## config.mk

```make
export PLATFORM = sky130hd
export DESIGN_NAME = instrumented_adder_ctrl_flat
export DESIGN_NICKNAME = d
export VERILOG_FILES = /design/src/rtl/instrumented_adder_ctrl_if.sv /design/src/rtl/instrumented_adder_ctrl.sv /design/src/flat_wrapper.sv
export SDC_FILE = /design/constraint.sdc
export NUM_CORES = 1
export LEC_CHECK = 0
export ABC_AREA = 1
export BUFFER_PORTS_ARGS = -buffer_cell sky130_fd_sc_hd__buf_2
export CORE_MARGIN = 3
export CORE_UTILIZATION = 30
export CTS_CLUSTER_DIAMETER = 80
export CTS_CLUSTER_SIZE = 8
export DETAILED_ROUTE_END_ITERATION = 7
export PLACE_DENSITY = 0.48
export SYNTH_ARGS = -nofsm -noshare
export SYNTH_HDL_FRONTEND = slang
export SYNTH_SLANG_ARGS = --single-unit
export TNS_END_PERCENT = 10
```

## constraint.sdc

```tcl
create_clock -name wb_clk_i -period 4.4 [get_ports wb_clk_i]
set_input_delay 0.88 -clock wb_clk_i [delete_from_list [all_inputs] [get_ports wb_clk_i]]
set_output_delay 0.88 -clock wb_clk_i [all_outputs]
set_load 0.05 [all_outputs]
```

## src/rtl/instrumented_adder_ctrl_if.sv

```systemverilog
// Control/status and adder-side bus of the instrumented adder measurement sequencer.
interface instrumented_adder_ctrl_if #(
  parameter int WIDTH = 32,
  parameter int CNT_W = 32,
  parameter int WIN_W = 16
);
  logic             start;
  logic             abort;
  logic [WIDTH-1:0] a_in;
  logic [WIDTH-1:0] b_in;
  logic [WIN_W-1:0] window_len;
  logic             chain_out;
  logic [WIDTH-1:0] s_output;
  logic [WIDTH-1:0] a_input;
  logic [WIDTH-1:0] b_input;
  logic             ring_en;
  logic             busy;
  logic             done;
  logic [CNT_W-1:0] count;
  logic             overflow;
  logic             sum_err;

  modport master (
    output start, abort, a_in, b_in, window_len, chain_out, s_output,
    input  a_input, b_input, ring_en, busy, done, count, overflow, sum_err
  );

  modport slave (
    input  start, abort, a_in, b_in, window_len, chain_out, s_output,
    output a_input, b_input, ring_en, busy, done, count, overflow, sum_err
  );
endinterface

```

## src/rtl/instrumented_adder_ctrl.sv

```systemverilog
// Measurement sequencer for the instrumented Sklansky adder: load, settle, gated ring window, edge count.
// Optional settled-sum check is enabled by defining IADDER_CTRL_SUM_CHECK_EN.
module instrumented_adder_ctrl #(
  parameter int WIDTH         = 32,
  parameter int CNT_W         = 32,
  parameter int WIN_W         = 16,
  parameter int SETTLE_CYCLES = 4,
  parameter int SYNC_STAGES   = 2
) (
  input logic                      wb_clk_i,
  input logic                      wb_rst_i,
  instrumented_adder_ctrl_if.slave bus
);
  localparam int PH_MAX = SETTLE_CYCLES + SYNC_STAGES + 1;
  localparam int PH_W   = $clog2(PH_MAX + 1);
  localparam int TMR_W  = (WIN_W > PH_W) ? WIN_W : PH_W;
  localparam logic [TMR_W-1:0] TMR_ONE = TMR_W'(1);

  typedef enum logic [2:0] {
    S_IDLE, S_LOAD, S_SETTLE, S_RUN, S_DRAIN, S_DONE
  } state_t;

  state_t           state, state_nxt;
  logic [TMR_W-1:0] tmr, tmr_nxt;
  logic             accept;
  logic [WIDTH-1:0] a_q, b_q;
  logic [WIN_W-1:0] win;
  logic [SYNC_STAGES-1:0] sync;
  logic             sync_d;
  logic             rise;
  logic             counting;
  logic [CNT_W-1:0] cnt;
  logic             ovf;
  logic             ring_q, busy_q, done_q;

  // Saturating increment: MSB of the result flags a blocked increment.
  function automatic logic [CNT_W:0] sat_inc(input logic [CNT_W-1:0] c);
    if (&c) return {1'b1, c};
    return {1'b0, c + CNT_W'(1)};
  endfunction

  always_ff @(posedge wb_clk_i) begin
    if (wb_rst_i) begin
      state <= S_IDLE;
      tmr   <= '0;
    end else begin
      state <= state_nxt;
      tmr   <= tmr_nxt;
    end
  end

  always_comb begin
    state_nxt = state;
    tmr_nxt   = tmr;
    accept    = 1'b0;
    if (tmr != '0) tmr_nxt = tmr - TMR_ONE;
    case (state)
      S_IDLE, S_DONE: begin
        if (bus.start) begin
          state_nxt = S_LOAD;
          accept    = 1'b1;
        end
      end
      S_LOAD: begin
        state_nxt = S_SETTLE;
        tmr_nxt   = TMR_W'(SETTLE_CYCLES - 1);
      end
      S_SETTLE: begin
        if (tmr == '0) begin
          if (win == '0) begin
            state_nxt = S_DRAIN;
            tmr_nxt   = TMR_W'(SYNC_STAGES);
          end else begin
            state_nxt = S_RUN;
            tmr_nxt   = TMR_W'(win) - TMR_ONE;
          end
        end
      end
      S_RUN: begin
        if (tmr == '0) begin
          state_nxt = S_DRAIN;
          tmr_nxt   = TMR_W'(SYNC_STAGES);
        end
      end
      S_DRAIN: begin
        if (tmr == '0) state_nxt = S_DONE;
      end
      default: state_nxt = S_IDLE;
    endcase
    // Abort wins over everything, including a simultaneous start.
    if (bus.abort) begin
      state_nxt = S_IDLE;
      accept    = 1'b0;
    end
  end

  // Outputs registered from next state so ring_en cannot glitch on state decode.
  always_ff @(posedge wb_clk_i) begin
    if (wb_rst_i) begin
      ring_q <= 1'b0;
      busy_q <= 1'b0;
      done_q <= 1'b0;
    end else begin
      ring_q <= (state_nxt == S_RUN);
      busy_q <= (state_nxt == S_LOAD) || (state_nxt == S_SETTLE) ||
                (state_nxt == S_RUN)  || (state_nxt == S_DRAIN);
      done_q <= (state_nxt == S_DONE);
    end
  end

  always_ff @(posedge wb_clk_i) begin
    if (wb_rst_i) begin
      a_q <= '0;
      b_q <= '0;
      win <= '0;
    end else if (accept) begin
      a_q <= bus.a_in;
      b_q <= bus.b_in;
      win <= bus.window_len;
    end
  end

  // chain_out synchroniser plus one edge-detect flop
  always_ff @(posedge wb_clk_i) begin
    if (wb_rst_i) begin
      sync   <= '0;
      sync_d <= 1'b0;
    end else begin
      sync   <= {sync[SYNC_STAGES-2:0], bus.chain_out};
      sync_d <= sync[SYNC_STAGES-1];
    end
  end

  assign rise     = sync[SYNC_STAGES-1] & ~sync_d;
  assign counting = (state == S_RUN) || (state == S_DRAIN);

  always_ff @(posedge wb_clk_i) begin
    if (wb_rst_i || bus.abort || accept) begin
      cnt <= '0;
      ovf <= 1'b0;
    end else if (counting && rise) begin
      cnt <= sat_inc(cnt)[CNT_W-1:0];
      if (sat_inc(cnt)[CNT_W]) ovf <= 1'b1;
    end
  end

`ifdef IADDER_CTRL_SUM_CHECK_EN
  logic             sum_err_q;
  logic [WIDTH-1:0] sum_exp;

  assign sum_exp = a_q + b_q;

  // Adder has settled by the last SETTLE cycle; compare once there.
  always_ff @(posedge wb_clk_i) begin
    if (wb_rst_i || bus.abort || accept) begin
      sum_err_q <= 1'b0;
    end else if ((state == S_SETTLE) && (tmr == '0) && (bus.s_output != sum_exp)) begin
      sum_err_q <= 1'b1;
    end
  end

  assign bus.sum_err = sum_err_q;
`else
  logic unused_s_output;
  assign unused_s_output = ^bus.s_output;
  assign bus.sum_err     = 1'b0;
`endif

  assign bus.a_input  = a_q;
  assign bus.b_input  = b_q;
  assign bus.ring_en  = ring_q;
  assign bus.busy     = busy_q;
  assign bus.done     = done_q;
  assign bus.count    = cnt;
  assign bus.overflow = ovf;
endmodule

```

## src/flat_wrapper.sv

```systemverilog
// flat-port wrapper written by rule: the top's interface ports become plain ports
module instrumented_adder_ctrl_flat 
#(
  parameter int WIDTH         = 32,
  parameter int CNT_W         = 32,
  parameter int WIN_W         = 16,
  parameter int SETTLE_CYCLES = 4,
  parameter int SYNC_STAGES   = 2
)
  (wb_clk_i, wb_rst_i, bus_start, bus_abort, bus_a_in, bus_b_in, bus_window_len, bus_chain_out, bus_s_output, bus_a_input, bus_b_input, bus_ring_en, bus_busy, bus_done, bus_count, bus_overflow, bus_sum_err);
  instrumented_adder_ctrl_if #(.WIDTH(WIDTH), .CNT_W(CNT_W), .WIN_W(WIN_W)) bus_i ();
  input logic wb_clk_i;
  input logic wb_rst_i;
  input wire logic [$bits(bus_i.start)-1:0] bus_start;
  input wire logic [$bits(bus_i.abort)-1:0] bus_abort;
  input wire logic [$bits(bus_i.a_in)-1:0] bus_a_in;
  input wire logic [$bits(bus_i.b_in)-1:0] bus_b_in;
  input wire logic [$bits(bus_i.window_len)-1:0] bus_window_len;
  input wire logic [$bits(bus_i.chain_out)-1:0] bus_chain_out;
  input wire logic [$bits(bus_i.s_output)-1:0] bus_s_output;
  output wire logic [$bits(bus_i.a_input)-1:0] bus_a_input;
  output wire logic [$bits(bus_i.b_input)-1:0] bus_b_input;
  output wire logic [$bits(bus_i.ring_en)-1:0] bus_ring_en;
  output wire logic [$bits(bus_i.busy)-1:0] bus_busy;
  output wire logic [$bits(bus_i.done)-1:0] bus_done;
  output wire logic [$bits(bus_i.count)-1:0] bus_count;
  output wire logic [$bits(bus_i.overflow)-1:0] bus_overflow;
  output wire logic [$bits(bus_i.sum_err)-1:0] bus_sum_err;
  assign bus_i.start = bus_start;
  assign bus_i.abort = bus_abort;
  assign bus_i.a_in = bus_a_in;
  assign bus_i.b_in = bus_b_in;
  assign bus_i.window_len = bus_window_len;
  assign bus_i.chain_out = bus_chain_out;
  assign bus_i.s_output = bus_s_output;
  assign bus_a_input = bus_i.a_input;
  assign bus_b_input = bus_i.b_input;
  assign bus_ring_en = bus_i.ring_en;
  assign bus_busy = bus_i.busy;
  assign bus_done = bus_i.done;
  assign bus_count = bus_i.count;
  assign bus_overflow = bus_i.overflow;
  assign bus_sum_err = bus_i.sum_err;
  instrumented_adder_ctrl #(.WIDTH(WIDTH), .CNT_W(CNT_W), .WIN_W(WIN_W), .SETTLE_CYCLES(SETTLE_CYCLES), .SYNC_STAGES(SYNC_STAGES)) u_core (.wb_clk_i(wb_clk_i), .wb_rst_i(wb_rst_i), .bus(bus_i));
endmodule
```

**Word-level counts from Yosys, hierarchy flattened**

Cells that the tools add are included.

- Register bits: 138
- Bits of input ports: 117
- Output and inout port bits: 101

- Add/sub/neg operators: 3
- Equal/unequal tests: 10
- Mux-type cells: 22
- Bitwise logic cells: 2
- Reduce and logical (&&, ||, !) cells: 14

Operators by type and width:

| kind | count |
|---|---|
| $mux 33 | 4 |
| $mux 16 | 4 |
| $pmux 16 s3 | 1 |
| $add 32x1->32 const B | 1 |
| $logic_not 16->1 | 2 |
| $reduce_and 32->1 | 1 |
| $sub 16x1->16 const B | 2 |
| $mux 3 | 6 |
| $reduce_bool 16->1 | 1 |
| $pmux 3 s5 | 1 |
| $eq 3x2->1 const B | 4 |
| $eq 3x3->1 const B | 4 |
| $eq 3x1->1 const B | 2 |
| $logic_or 1x1->1 | 6 |
| $mux 1 | 6 |
| $logic_not 3->1 | 1 |
| $reduce_and 2->1 | 1 |
| $reduce_or 2->1 | 1 |
| $and 1x1->1 | 1 |
| $logic_and 1x1->1 | 1 |
| $not 1->1 | 1 |

**Longest topological paths before layout**

- Word-level depth: 10
- Depth in mapped cells: 12
- Gate-level depth less buffers: 12

**Worst setup path after synthesis**

Ideal clock, no wire load.

- Path type: register -> register
- Start: register u_core.cnt[0], in the netlist u_core.bus.count[0]
- End: register u_core.cnt[7], in the netlist u_core.bus.count[7]
- Data arrival time: 1.928 ns
- Required time: 4.278 ns
- Slack: 2.351 ns
- Stages on the path, launching flop included: 11
- Buffers on the path: 1
- Period minus slack after synthesis: 2.049 ns
- Cell sequence: dfxtp_1 -> ha_1 -> nand2_1 -> inv_1 -> nand3_2 -> nor2_4 -> nand2_4 -> nand2_4 -> buf_6 -> o21ai_1 -> nor3b_2

- Word-level cells in the longest chain between the ends: 5
- Elaborated cells on any way between the ends: 6

RTL lines:

| item | line | RTL |
|---|---|---|
| from (decl) | instrumented_adder_ctrl.sv:32 | `logic [CNT_W-1:0] cnt;` |
| from (signal assigned) | instrumented_adder_ctrl.sv:142 | `cnt <= sat_inc(cnt)[CNT_W-1:0];` |
| parallel branches: the longest is 4 deep, another holds $add 32x1->32 | - |  |
| $mux 33 * | instrumented_adder_ctrl.sv:39 | `return {1'b0, c + CNT_W'(1)};` |

Every way passes the cells marked *. The select of a mux whose other input is x is not followed.
A chain may end at the register's enable or synchronous reset.

**Worst setup path in the final report**

- Start: register u_core.state[1]
- End: register u_core.cnt[0], in the netlist u_core.bus.count[0]

- Word-level cells in the longest chain between the ends: 5
- Elaborated cells on any way between the ends: 10

RTL lines:

| item | line | RTL |
|---|---|---|
| from (decl) | instrumented_adder_ctrl.sv:23 | `state_t state, state_nxt;` |
| from (signal assigned) | instrumented_adder_ctrl.sv:47 | `state <= state_nxt;` |
| $eq 3x3->1 or $logic_not 3->1 (tied branches) | instrumented_adder_ctrl.sv:57 | `case (state)` |
| $reduce_or 2->1 | instrumented_adder_ctrl.sv:57 |  |
| $mux 1 | instrumented_adder_ctrl.sv:57 |  |
| $mux 1 | instrumented_adder_ctrl.sv:91 | `if (bus.abort) begin` |
| $logic_or 1x1->1 | instrumented_adder_ctrl.sv:138 | `if (wb_rst_i \|\| bus.abort \|\| accept) begin` |

Parallel ways exist; a longest one is shown, timed or not.

==> impl_metrics.env <==
export IMPL_run_status="completed"
export IMPL_crit_end="u_core.bus.count[0]$_SDFFE_PP0P_"
export IMPL_yosys_area_top_type_share=0.417
export IMPL_ir_drop_mv=0.248
export IMPL_num_io_pins=218
export IMPL_drtIter0Drc=361
export IMPL_cp_max_fo=43
export IMPL_maxCapViolations=0
export IMPL_wire_per_inst_um=14.0
export IMPL_finClkSkew_ps=13.9
export IMPL_ctsLongestPathBuffers=2
export IMPL_worstSetupStartpointType="flip-flop"
export IMPL_max_freq_ghz=0.368
export IMPL_worstPathArrival_ps=3070
export IMPL_critical_path_slowest_cell="nand3_2"
export IMPL_grt_pass1_wl_mm=32.5
export IMPL_cts_sinks=138
export IMPL_wirelength_mm=19.8
export IMPL_syn_nets=1073
export IMPL_worst_pin_slew_ps=1070
export IMPL_r2r_start="u_core.state[1]$_SDFF_PP0_"
export IMPL_rows=53
export IMPL_post_cts_resize_count=0
export IMPL_hp_class="flip-flop to flip-flop"
export IMPL_p_leak_nw=3.88
export IMPL_drc_errors=0
export IMPL_path_cells="inv_1 > nand2_1 > nand2_1 > nand2_2 > nor3_4 > inv_2 > nand3_2 > inv_2 > o21ai_0 > a21oi_1"
export IMPL_power_density_mw_per_mm2=490
export IMPL_clock_root_buffer="clkbuf_16"
export IMPL_synth_seq_area_share=0.417
export IMPL_htreeDepth=4
export IMPL_cts_tree="built"
export IMPL_critPathLaunch="u_core.state[1]$_SDFF_PP0_"
export IMPL_finalSetupViolations=0
export IMPL_cts_hold_buffers=0
export IMPL_clkLatencyLatePin_ps=420
export IMPL_rsz0062_at_grt="false"
export IMPL_routed_wl_met2_mm=8.69
export IMPL_grt_usage=0.166
export IMPL_core_sq_mm=0.0214
export IMPL_drv_slew=0
export IMPL_wl_met3_mm=1.55
export IMPL_hold_slack_ps=409
export IMPL_ant_nets=0
export IMPL_antenna_cells=0
export IMPL_fin_nets=1241
export IMPL_areaGrowthSynthToFinish_pct=25.2
export IMPL_r2r_end="u_core.bus.count[0]$_SDFFE_PP0P_"
export IMPL_dr_pass1_iters=4
export IMPL_syn_inst=952
export IMPL_ys_types=41
export IMPL_portBuffers=184
export IMPL_antenna_found_initial=0
export IMPL_highest_layer="met4"
export IMPL_routedLengthMet1_mm=9.36
export IMPL_reg2reg_depth=10
export IMPL_yosys_top_cells_area="dfxtp_1, nor2_1, nand2_1"
export IMPL_whs_path_depth=2
export IMPL_power_total_mw=4.06
export IMPL_syn_avg_cell_area_sq_um=6.96
export IMPL_synth_largest_area_cell="dfxtp_1"
export IMPL_timing_final_crit_share=0.617
export IMPL_start_util=0.310
export IMPL_critPathKind="flip-flop to flip-flop"
export IMPL_die_area_sq_mm=0.0239
export IMPL_critPathRequiredTime_ps=4760
export IMPL_post_cts_setup_buffer_count=0
export IMPL_async_flop_share=0
export IMPL_gp_congestion=0.820
export IMPL_hold_viol=0
export IMPL_synth_warnings=0
export IMPL_grt_overflow=0
export IMPL_synth_seq_cells=138
export IMPL_grt_max_degree=67
export IMPL_drive_gt1_frac=0.222
export IMPL_clk_pin_slew_ps=70
export IMPL_synth_ff_type="dfxtp_1"
export IMPL_layout_common_cells="nor2_1, buf_2, nand2_1, dfxtp_1, o21ai_0"
export IMPL_grt_pass1_vias=6321
export IMPL_timing_reg2reg_setup_slack_ps=1690
export IMPL_synth_area_sq_mm=0.00663
export IMPL_dieWidth_um=155
export IMPL_critPathMaxStageDelay_ps=630
export IMPL_viasPerCell=4.67
export IMPL_synth_edf_count=0
export IMPL_finalCriticalPeriod_ps=2710
export IMPL_fin_tns_setup_ps=0
export IMPL_vias=6573
export IMPL_final_common_cell="nor2_1"
export IMPL_cts_buffers=17
export IMPL_relSlewSlack=0.280
export IMPL_die_h_um=155
export IMPL_endpoint_kind="flip-flop"
export IMPL_post_dp_hpwl_mm=14.0
## power by group
group          switching, mW  internal, mW
clock network          0.607         0.921
logic                  0.743         0.339
registers             0.0842          1.37
total                   1.43          2.63
## sequential cells by signal (all words and copies together) (netlist names)
signal	count
u_core.bus.a_input	32
u_core.bus.b_input	32
u_core.bus.busy	1
u_core.bus.count	32
u_core.bus.done	1
u_core.bus.overflow	1
u_core.bus.ring_en	1
u_core.state	3
u_core.sync	2
u_core.sync_d	1
u_core.tmr	16
u_core.win	16
## cell usage after synthesis, types with 5 or more instances
master    count
nand2_1     158
o21ai_0      90
nand4_1      19
nor3_1       15
inv_2         5
clkbuf_1     15
nand3_1      46
dfxtp_1     138
xor2_1       26
buf_6         9
a21oi_1      58
a21o_1        5
inv_1        72
buf_4         6
nor2_1      226
buf_2         7
o21ai_1      12
## cell type report
cell class	instances	area, sq um
fill	2318	13100
multi-input combinational	698	3330
sequential	138	2760
timing repair buffer	187	943
clock buffer	18	439
tap	275	344
inverter	78	294
clock inverter	14	185
## layer usage
layer,GRT usage,vias up
li1,-,3407
met1,0.221,2961
met2,0.257,195
met3,0.0602,10
met4,0.0421,0
met5,0,-
## worst min path at each step
stage / startpoint / endpoint
CTS: u_core.sync[0]$_SDFF_PP0_ / u_core.sync[1]$_SDFF_PP0_
global route: u_core.sync[0]$_SDFF_PP0_ / u_core.sync[1]$_SDFF_PP0_
floorplan: u_core.sync[0]$_SDFF_PP0_ / u_core.sync[1]$_SDFF_PP0_
detailed placement: u_core.sync[0]$_SDFF_PP0_ / u_core.sync[1]$_SDFF_PP0_
finish: u_core.sync[0]$_SDFF_PP0_ / u_core.sync[1]$_SDFF_PP0_
global placement: u_core.sync[0]$_SDFF_PP0_ / u_core.sync[1]$_SDFF_PP0_
## metrics by stage
step                      area, sq um   util  instances  setup WS, ps
after floorplan                  6630      -        952          2350
after global placement           7670  0.359       1376          1270
after detailed placement         7670  0.359       1376          1280
after CTS                        8300  0.388       1408          1590
after global routing             8300  0.388       1408          1250
final                            8300  0.388       1408          1690
## worst max-delay path: cells and delay by family (launching register included)
family / cells / cell delay (ps)
simple gates: 5 / 930
buf+inv: 3 / 1000
compound gates: 2 / 270
flops: 1 / 450
## kinds of logic (layout without fill, tap and decap cells)
family,count (synthesis),in the layout,share of synthesized area
xor+xnor,29,29,0.0383
flops,138,138,0.417
compound gates,175,175,0.140
simple gates,489,489,0.316
other cells,1,1,0.000566
buf+inv,116,297,0.0808
fa+ha+maj,4,4,0.00755
No activity file was read; power rests on OpenSTA's default activity.
